===== config.mk =====
export PLATFORM = sky130hd
export DESIGN_NAME = reg_wr_arb
export DESIGN_NICKNAME = d
export VERILOG_FILES = /design/src/rtl/thrive_pkg.sv /design/src/rtl/dffr.sv /design/src/rtl/rr_pick.sv /design/src/rtl/reg_wr_arb.sv
export SDC_FILE = /design/constraint.sdc
export NUM_CORES = 1
export LEC_CHECK = 0
export BUFFER_PORTS_ARGS = -buffer_cell sky130_fd_sc_hd__buf_4
export CORE_MARGIN = 1.5
export CORE_UTILIZATION = 65
export CTS_CLUSTER_DIAMETER = 200
export CTS_CLUSTER_SIZE = 30
export DETAILED_ROUTE_END_ITERATION = 8
export PLACE_DENSITY_LB_ADDON = 0.12
export SKIP_CTS_REPAIR_TIMING = 1
export SYNTH_ARGS = -nofsm -noshare
export SYNTH_HDL_FRONTEND = slang
export SYNTH_SLANG_ARGS = --single-unit

===== constraint.sdc =====
create_clock -name clk -period 10.45 [get_ports clk]
set_clock_uncertainty 0.2 [all_clocks]
set_input_delay 0.5225 -clock clk [delete_from_list [all_inputs] [get_ports clk]]
set_output_delay 0.5225 -clock clk [all_outputs]
set_load 0.01 [all_outputs]

===== src/rtl/thrive_pkg.sv =====
// Shared defaults and index-width helpers for the register write arbiter.
package thrive_pkg;

  localparam int NREQ_D  = 4;
  localparam int DEPTH_D = 16;
  localparam int DW_D    = 32;

  // Number of bits needed to index n items (never less than one bit).
  function automatic int idx_w(input int n);
    return (n > 1) ? $clog2(n) : 1;
  endfunction

  localparam int AW_D = idx_w(DEPTH_D);
  localparam int PW_D = idx_w(NREQ_D);

endpackage


===== src/rtl/dffr.sv =====
// Enabled register with asynchronous active-low reset to a fixed value.
module dffr #(
  parameter int           W = 1,
  parameter logic [W-1:0] R = '0
) (
  input  logic         clk,
  input  logic         rn,
  input  logic         g,
  input  logic [W-1:0] d,
  output logic [W-1:0] q
);

  // capture d when enabled, otherwise keep the stored value
  always_ff @(posedge clk or negedge rn) begin
    if (!rn) begin
      q <= R;
    end else if (g) begin
      q <= d;
    end else begin
      q <= q;
    end
  end

endmodule


===== src/rtl/rr_pick.sv =====
// Round-robin one-hot pick: first high req bit at or after ptr, wrapping.
module rr_pick
  import thrive_pkg::*;
#(
  parameter int NREQ = NREQ_D,
  parameter int PW   = idx_w(NREQ)
) (
  input  logic [NREQ-1:0] req,
  input  logic [PW-1:0]   ptr,
  output logic [NREQ-1:0] gnt
);

  localparam int            SW     = PW + 1;
  localparam logic [SW-1:0] NREQ_W = SW'(NREQ);

  logic [SW-1:0] sum_s;
  logic [PW-1:0] idx_s;
  logic          found_s;

  // walk the requesters in priority order from ptr; only the first hit is granted
  always_comb begin
    gnt     = '0;
    sum_s   = '0;
    idx_s   = '0;
    found_s = 1'b0;
    for (int i = 0; i < NREQ; i++) begin
      sum_s = {1'b0, ptr} + SW'(i);
      if (sum_s >= NREQ_W) begin
        idx_s = PW'(sum_s - NREQ_W);
      end else begin
        idx_s = sum_s[PW-1:0];
      end
      gnt[idx_s] = req[idx_s] & ~found_s;
      found_s    = found_s | req[idx_s];
    end
  end

endmodule


===== src/rtl/reg_wr_arb.sv =====
// Register file written by NREQ requesters through a round-robin arbiter,
// with a combinational read port.
module reg_wr_arb
  import thrive_pkg::*;
#(
  parameter int            NREQ  = NREQ_D,
  parameter int            DEPTH = DEPTH_D,
  parameter int            DW    = DW_D,
  parameter logic [DW-1:0] R     = '0
) (
  input  logic                            clk,
  input  logic                            rn,
  input  logic                            hold,
  input  logic [NREQ-1:0]                 req,
  input  logic [NREQ*idx_w(DEPTH)-1:0]    wr_addr,
  input  logic [NREQ*DW-1:0]              wr_data,
  output logic [NREQ-1:0]                 gnt,
  input  logic [idx_w(DEPTH)-1:0]         rd_addr,
  output logic [DW-1:0]                   rd_data,
  output logic                            busy
);

  localparam int            AW       = idx_w(DEPTH);
  localparam int            PW       = idx_w(NREQ);
  localparam logic [PW-1:0] PTR_LAST = PW'(NREQ - 1);

  logic            run_r;
  logic [PW-1:0]   ptr_r;
  logic [PW-1:0]   ptr_nxt_s;
  logic [PW-1:0]   gidx_s;
  logic [NREQ-1:0] req_elig_s;
  logic [NREQ-1:0] pick_s;
  logic            any_gnt_s;
  logic [AW-1:0]   sel_addr_s;
  logic [DW-1:0]   sel_data_s;
  logic [DEPTH-1:0] we_s;
  logic [DW-1:0]   mem_s [DEPTH];

  // arbitration opens only at the first clock edge after reset release
  always_ff @(posedge clk or negedge rn) begin
    if (!rn) begin
      run_r <= 1'b0;
    end else begin
      run_r <= 1'b1;
    end
  end

  // hold, or a not-yet-running arbiter, masks every request
  assign req_elig_s = (run_r && !hold) ? req : '0;

  rr_pick #(
    .NREQ (NREQ),
    .PW   (PW)
  ) u_pick (
    .req (req_elig_s),
    .ptr (ptr_r),
    .gnt (pick_s)
  );

  assign any_gnt_s = |pick_s;
  assign gnt       = pick_s;
  assign busy      = run_r & (|req) & ~any_gnt_s;

  // one-hot grant steers the winner's index, address and data
  always_comb begin
    gidx_s     = '0;
    sel_addr_s = '0;
    sel_data_s = '0;
    for (int i = 0; i < NREQ; i++) begin
      gidx_s     = gidx_s     | (PW'(i) & {PW{pick_s[i]}});
      sel_addr_s = sel_addr_s | (wr_addr[i*AW +: AW] & {AW{pick_s[i]}});
      sel_data_s = sel_data_s | (wr_data[i*DW +: DW] & {DW{pick_s[i]}});
    end
  end

  // pointer moves just past the winner, wrapping after the last requester
  always_comb begin
    if (gidx_s == PTR_LAST) begin
      ptr_nxt_s = '0;
    end else begin
      ptr_nxt_s = gidx_s + PW'(1);
    end
  end

  // pointer advances only in cycles that carry a grant
  always_ff @(posedge clk or negedge rn) begin
    if (!rn) begin
      ptr_r <= '0;
    end else if (any_gnt_s) begin
      ptr_r <= ptr_nxt_s;
    end else begin
      ptr_r <= ptr_r;
    end
  end

  // decode the granted address into a single entry write-enable
  always_comb begin
    we_s = '0;
    for (int e = 0; e < DEPTH; e++) begin
      we_s[e] = any_gnt_s & (sel_addr_s == AW'(e));
    end
  end

  for (genvar e = 0; e < DEPTH; e++) begin : g_entry
    dffr #(
      .W (DW),
      .R (R)
    ) u_entry (
      .clk (clk),
      .rn  (rn),
      .g   (we_s[e]),
      .d   (sel_data_s),
      .q   (mem_s[e])
    );
  end

  // read returns pre-edge contents; a same-cycle write shows up next cycle
  assign rd_data = mem_s[rd_addr];

endmodule

## After elaboration in Yosys (flattened, before gate mapping)

Cells that the tools add are included.

- Bits of input ports: 155
- Bits in registers: 515

- Reduce and logical (&&, ||, !) cells: 9
- Eq/ne operators: 16
- Add/subtract/negate cells: 8
- Order comparisons: 13
- Multiplexer cells: 28
- Bitwise logic cells: 45

Operators with widths:

| kind | number |
|---|---|
| $and A32 B32 Y32 | 4 |
| $bmux W32 S4 | 1 |
| $or A32 B32 Y32 | 3 |
| $mux W32 | 2 |
| $eq A4 B4 Y1 const B | 8 |
| $and A1 B1 Y1 | 21 |
| $and A4 B4 Y4 | 5 |
| $eq A4 B3 Y1 const B | 4 |
| $bwmux W4 | 3 |
| $lt A2 B3 Y1 const B | 4 |
| $or A4 B4 Y4 | 3 |
| $mux W2 | 5 |
| $ge A3 B3 Y1 const B | 3 |
| $bmux W1 S2 | 4 |
| $demux W1 S2 | 4 |
| $eq A4 B2 Y1 const B | 2 |
| $ge A2 B1 Y1 const B | 4 |
| $mux W1 | 8 |
| $reduce_or A4 Y1 | 2 |
| $sub A2 B1 Y2 const B | 4 |
| $add A2 B2 Y3 const B | 2 |
| $ge A5 B5 Y1 const B | 1 |
| $logic_and A1 B1 Y1 | 5 |
| $not A4 Y5 | 1 |
| 12 further kinds | 16 |

## Longest topological paths before layout

- Word-level depth: 16
- Depth in mapped cells: 15
- Depth with buffers taken out: 11

## Cells and area by module

From an unflattened synthesis, not the netlist that was laid out.

- Cell total of the unflattened synthesis: 1567
- Area, all modules: 26691.8 um^2

By module, submodules not included:

| module | area an instance (um^2) | cells each | instances | sequential area each (um^2) |
|---|---|---|---|---|
| dffr | 1345.0 | 68 | 16 | 800.8 |
| reg_wr_arb | 4817.1 | 447 | 1 | 75.1 |
| rr_pick | 354.1 | 32 | 1 | 0.0 |

## Least setup slack after synthesis

Ideal clock, no wire load.

- Path kind: reg2reg
- Start: register ptr_r[0]
- End: register g_entry[8].u_entry.q[10]
- Arrival time: 3.642 ns
- Stages on the path, launching flop included: 15
- Library setup time: 0.125 ns
- Path slack: 6.483 ns
- Clock period less this slack: 3.967 ns
- Cells stage by stage: dfrtp_1 -> buf_2 -> inv_1 -> ha_1 -> nor3b_1 -> a2bb2oi_2 -> o2111a_1 -> a32oi_1 -> nor2_1 -> clkbuf_1 -> a221oi_1 -> nand3_1 -> a211oi_2 -> buf_4 -> mux2_2

- Word-level cells in the longest chain between the ends: 16

RTL lines:

| element | RTL line | text |
|---|---|---|
| start, declared | reg_wr_arb.sv:28 | `logic [PW-1:0] ptr_r;` |
| start signal, assigned | reg_wr_arb.sv:90 | `ptr_r <= ptr_nxt_s;` |
| start signal, assigned | reg_wr_arb.sv:92 | `ptr_r <= ptr_r;` |
| $add A2 B1 Y3 (tied with other cells) | rr_pick.sv:27 | `sum_s = {1'b0, ptr} + SW'(i);` |
| $ge A3 B3 Y1 (tied with other cells) | rr_pick.sv:28 | `if (sum_s >= NREQ_W) begin` |
| $mux W2 (tied with other cells) | rr_pick.sv:28 |  |
| $lt A2 B3 Y1 (not written as such) (tied with other cells) | rr_pick.sv:33 | `gnt[idx_s] = req[idx_s] & ~found_s;` |
| $logic_and A1 B1 Y1 (not written as such) (tied with other cells) | rr_pick.sv:33 |  |
| $mux W1 (not written as such) (tied with other cells) | rr_pick.sv:33 |  |
| $demux W1 S2 (tied with other cells) | - |  |
| $bwmux W4 (tied with other cells) | rr_pick.sv:33 |  |
| $bwmux W4 / $and A1 B1 Y1 (equally long branches) | rr_pick.sv:33 |  |
| $bwmux W4 * | rr_pick.sv:33 |  |
| $and A4 B4 Y4 | reg_wr_arb.sv:71 | `sel_addr_s = sel_addr_s \| (wr_addr[i*AW +: AW] & {AW{pick_s[i]}});` |
| $or A4 B4 Y4 (3 in series) | reg_wr_arb.sv:71 |  |
| $eq A4 B4 Y1 | reg_wr_arb.sv:100 | `we_s[e] = any_gnt_s & (sel_addr_s == AW'(e));` |
| $and A1 B1 Y1 | reg_wr_arb.sv:100 |  |
| end signal, assigned | dffr.sv:20 | `q <= q;` |
| end, declared | dffr.sv:10 | `output logic [W-1:0] q` |

Every way passes the cells marked *; elsewhere a longest branch is shown, timed or not. The select of a mux whose other input is x is not followed.
A chain may end at the register's enable or synchronous reset.

## Final worst setup path

- Start: register ptr_r[0]
- End: register g_entry[3].u_entry.q[24]

- Word-level cells in the longest chain between the ends: 16

RTL lines:

| element | RTL line |
|---|---|
| $add A2 B1 Y3 (tied with other cells) | rr_pick.sv:27 |
| $ge A3 B3 Y1 (tied with other cells) | rr_pick.sv:28 |
| $mux W2 (tied with other cells) | rr_pick.sv:28 |
| $lt A2 B3 Y1 (not written as such) (tied with other cells) | rr_pick.sv:33 |
| $logic_and A1 B1 Y1 (not written as such) (tied with other cells) | rr_pick.sv:33 |
| $mux W1 (not written as such) (tied with other cells) | rr_pick.sv:33 |
| $demux W1 S2 (tied with other cells) | - |
| $bwmux W4 (tied with other cells) | rr_pick.sv:33 |
| $bwmux W4 / $and A1 B1 Y1 (equally long branches) | rr_pick.sv:33 |
| $bwmux W4 * | rr_pick.sv:33 |
| $and A4 B4 Y4 | reg_wr_arb.sv:71 |
| $or A4 B4 Y4 (3 in series) | reg_wr_arb.sv:71 |
| $eq A4 B2 Y1 | reg_wr_arb.sv:100 |
| $and A1 B1 Y1 | reg_wr_arb.sv:100 |
| end signal, assigned | dffr.sv:20 |
| end, declared | dffr.sv:10 |

Marked as above.

==> run_results.csv <==
group,metric,value,unit
synth,synth_area_leader_cell,"dfrtp_1",
layout,num-fill-cells,2407,
synth,yosys-top-cells-area,"dfrtp_1, mux2_2, mux4_2, mux2_1, a222oi_1",
layout,fin_nets,1810,
floorplanning,die_area,38500,µm²
setup_path,path_cells,"inv_1, ha_1, nand3b_1, a2bb2oi_2, o2111a_1, a32oi_1, nor2_4, nor4_1, nor4bb_1, and3_2, mux2_1",
setup_path,worstSetupStartpointType,"register",
pwr,leakage,12.6,nW
detailed_routing,drc,0,
outcome,status,"finished, final reports clean",
timing,tightest_slew,1.30,ns
pwr,power_density,265,nW/µm²
place,dp_slack,4.59,ns
grt,grt_pass1_wl,88500,µm
place,port_buffers,191,
detailed_routing,drt_iter0_drc,1303,
floorplanning,ios,192,
grt,grt_max_degree,175,
synth,async_flop_share,1.00,
clock_tree,clk_root_buffer_cell,"clkbuf_16",
layout,multi_input_area,10800,µm²
grt,antenna_found_initial,0,
clock_tree,ctsHtreeMaxLevel,1,
synth,synth_seq_cells,515,
synth,synth_cell_types,47,
synth,synth_nets,1711,
setup_path,slowest_delay,1.10,ns
timing,slew_headroom,0.132,
clock_tree,cts_buffers,21,
setup_path,end_kind,"register",
pwr,p_clk_frac,0.139,
timing,rsz0062_at_grt,"no",
detailed_routing,avgRoutedWirePerCell,26.7,µm
layout,areaGrowthSynthToFinish,9.41,%
layout,final_cell_mix,"dfrtp_1, mux2_2, buf_4",
place,placed_cells,2091,
setup_path,arrival,6.30,ns
detailed_routing,routed_wl,56400,µm
pwr,peakVddDrop,0.157,mV
clock_tree,cts.sinks,515,
layout,stdcell_count,2114,
clock_tree,path_clk_slew,0.12,ns
setup_path,worst_path_max_delay_cell,"and3_2",
detailed_routing,drtAntennaViolNets,0,
pwr,swShare,0.366,
pwr,combPwrFrac,0.445,
grt,first_global_vias,15000,
pwr,p_int,4.46,mW
hold_path,hp-class,"register to register",
timing,final.min_clock_period,6.06,ns
synth,synth_edf_count,0,
setup_path,cp_max_fo,39,
timing,finalCritPeriodShare,0.580,
synth,yosysTopAreaCellShare,0.531,
synth,syn_area_per_cell,15.7,µm²
synth,ys.flop_type,"dfrtp_1",
place,place_hpwl,32800,µm
timing,setup_tns,0,ns
pwr,p_seq_frac,0.416,
pwr,power.total,7.04,mW
clock_tree,cts_tree,"built",
clock_tree,clock_path_buffers,3,
detailed_routing,vias,14300,
floorplanning,die_y,196,µm
timing,final.setup.worst_slack,4.39,ns
grt,gr-total-overflow,0,
grt,grt_usage,0.303,
floorplanning,core_area,36700,µm²
timing,setup_viol,0,
detailed_routing,viasPerCell,6.78,
clock_tree,clkLatencyLatePin,0.56,ns
floorplanning,rows,70,
timing,hold_viol,0,
setup_path,critPathRequiredTime,10.69,ns
layout,final_layout_size_suffix_gt1_frac,0.532,
timing,hold_slack,0.292,ns
floorplanning,die_w,196,µm
job,max_cap_viol_count,0,
layout,seq_area,12900,µm²
timing,slew_violations,0,
floorplanning,initial_core_util,0.661,
place,gp_routability_congestion,0.833,
detailed_routing,drt-pass1-iter-count,7,
synth,ys_seq_area_frac,0.531,
layout,n_antenna_cell,0,
synth,netlist_instances,1548,
timing,fmax,0.165,GHz
synth,synth_area,24300,µm²
pwr,p_switching,2.58,mW
synth,ys_warn_count,0,
setup_path,crit_type,"register to register",
layout,final_common_cell,"dfrtp_1",
-- power groups by stage --
stage	logic (mW)	registers (mW)	clock network [mW]
after CTS	3.14	2.92	0.990
after global placement	3.02	2.91	0
final	3.13	2.93	0.975
after detailed placement	3.12	2.96	0
after global routing	3.36	3.00	1.05
after floorplan	2.29	2.85	0
-- critical path, delay by kind of cell (launching register included) --
kind                     cells  cell delay, ns
multiplexers                 1            0.39
flip-flops                   1            0.64
buffers and inverters        1            0.22
AO/OA/AOI/OAI                3            0.79
adder cells (fa/ha/maj)      1            0.38
AND/OR/NAND/NOR              5            3.25
-- through the flow --
stage	utilization	instance area (µm²)
floorplan	-	24300
global placement	0.708	26000
detailed placement	0.708	26000
CTS	0.723	26500
global route	0.723	26500
finish	0.723	26500
-- registers in the layout (all words and copies together), names as in the netlist --
name	cells
run_r	1
ptr_r	2
g_entry.u_entry.q	512
-- cells in the mapped netlist (5+ instances only) --
master and number:
nor3_1 5, nor2_1 8, nand2_1 75, inv_1 13, buf_4 5, buf_1 24, dfrtp_1 515, clkbuf_1 75
nand3_1 5, ha_1 8, nand2b_1 7, mux4_2 161, mux2_1 54, mux2_2 459, a222oi_1 33, buf_2 34
o21ai_0 7
-- area by class of cell --
cell class              instances  share of cell area
clock buffers                  21              0.0198
clock inverters                 1             0.00113
inverters                      13             0.00184
multi-input cells             882               0.408
flip-flops and latches        515               0.486
well taps                     468              0.0221
repair buffers                214              0.0616
-- cell families (layout without fill, tap and decap cells) --
family,Yosys count,count (layout),synth area share
mux,678,678,0.389
flops,515,515,0.531
fa+ha+maj,8,8,0.00413
buf+inv,151,249,0.0259
compound gates,72,72,0.0258
simple gates,123,123,0.0235
other cells,1,1,0.000155
-- per-layer routing --
metal	GRT usage	vias up	routed length, µm
li1	-	6030	-
met1	0.450	7823	24700
met2	0.498	406	28000
met3	0.0292	69	2750
met4	0.0604	0	967
met5	0	-	0
-- path summary, 6_finish.rpt --
| path | startpoint | endpoint | slack [ns] | cells after the start |
|---|---|---|---|---|
| worst max-delay path | ptr_r[0]$_DFFE_PN0P_ | g_entry[3].u_entry.q[24]$_DFFE_PN0P_ | 4.39 | 11 |
| max in group asynchronous | rn | g_entry[8].u_entry.q[21]$_DFFE_PN0P_ | 7.30 | 4 |
| worst min-delay path | g_entry[10].u_entry.q[29]$_DFFE_PN0P_ | g_entry[10].u_entry.q[29]$_DFFE_PN0P_ | 0.29 | 1 |
| worst min register to register | g_entry[10].u_entry.q[29]$_DFFE_PN0P_ | g_entry[10].u_entry.q[29]$_DFFE_PN0P_ | 0.29 | 1 |
| min in group asynchronous | rn | g_entry[4].u_entry.q[8]$_DFFE_PN0P_ | 0.38 | 2 |
| worst max register to register | ptr_r[0]$_DFFE_PN0P_ | g_entry[3].u_entry.q[24]$_DFFE_PN0P_ | 4.39 | 11 |
No activity file was read; power rests on OpenSTA's default activity.
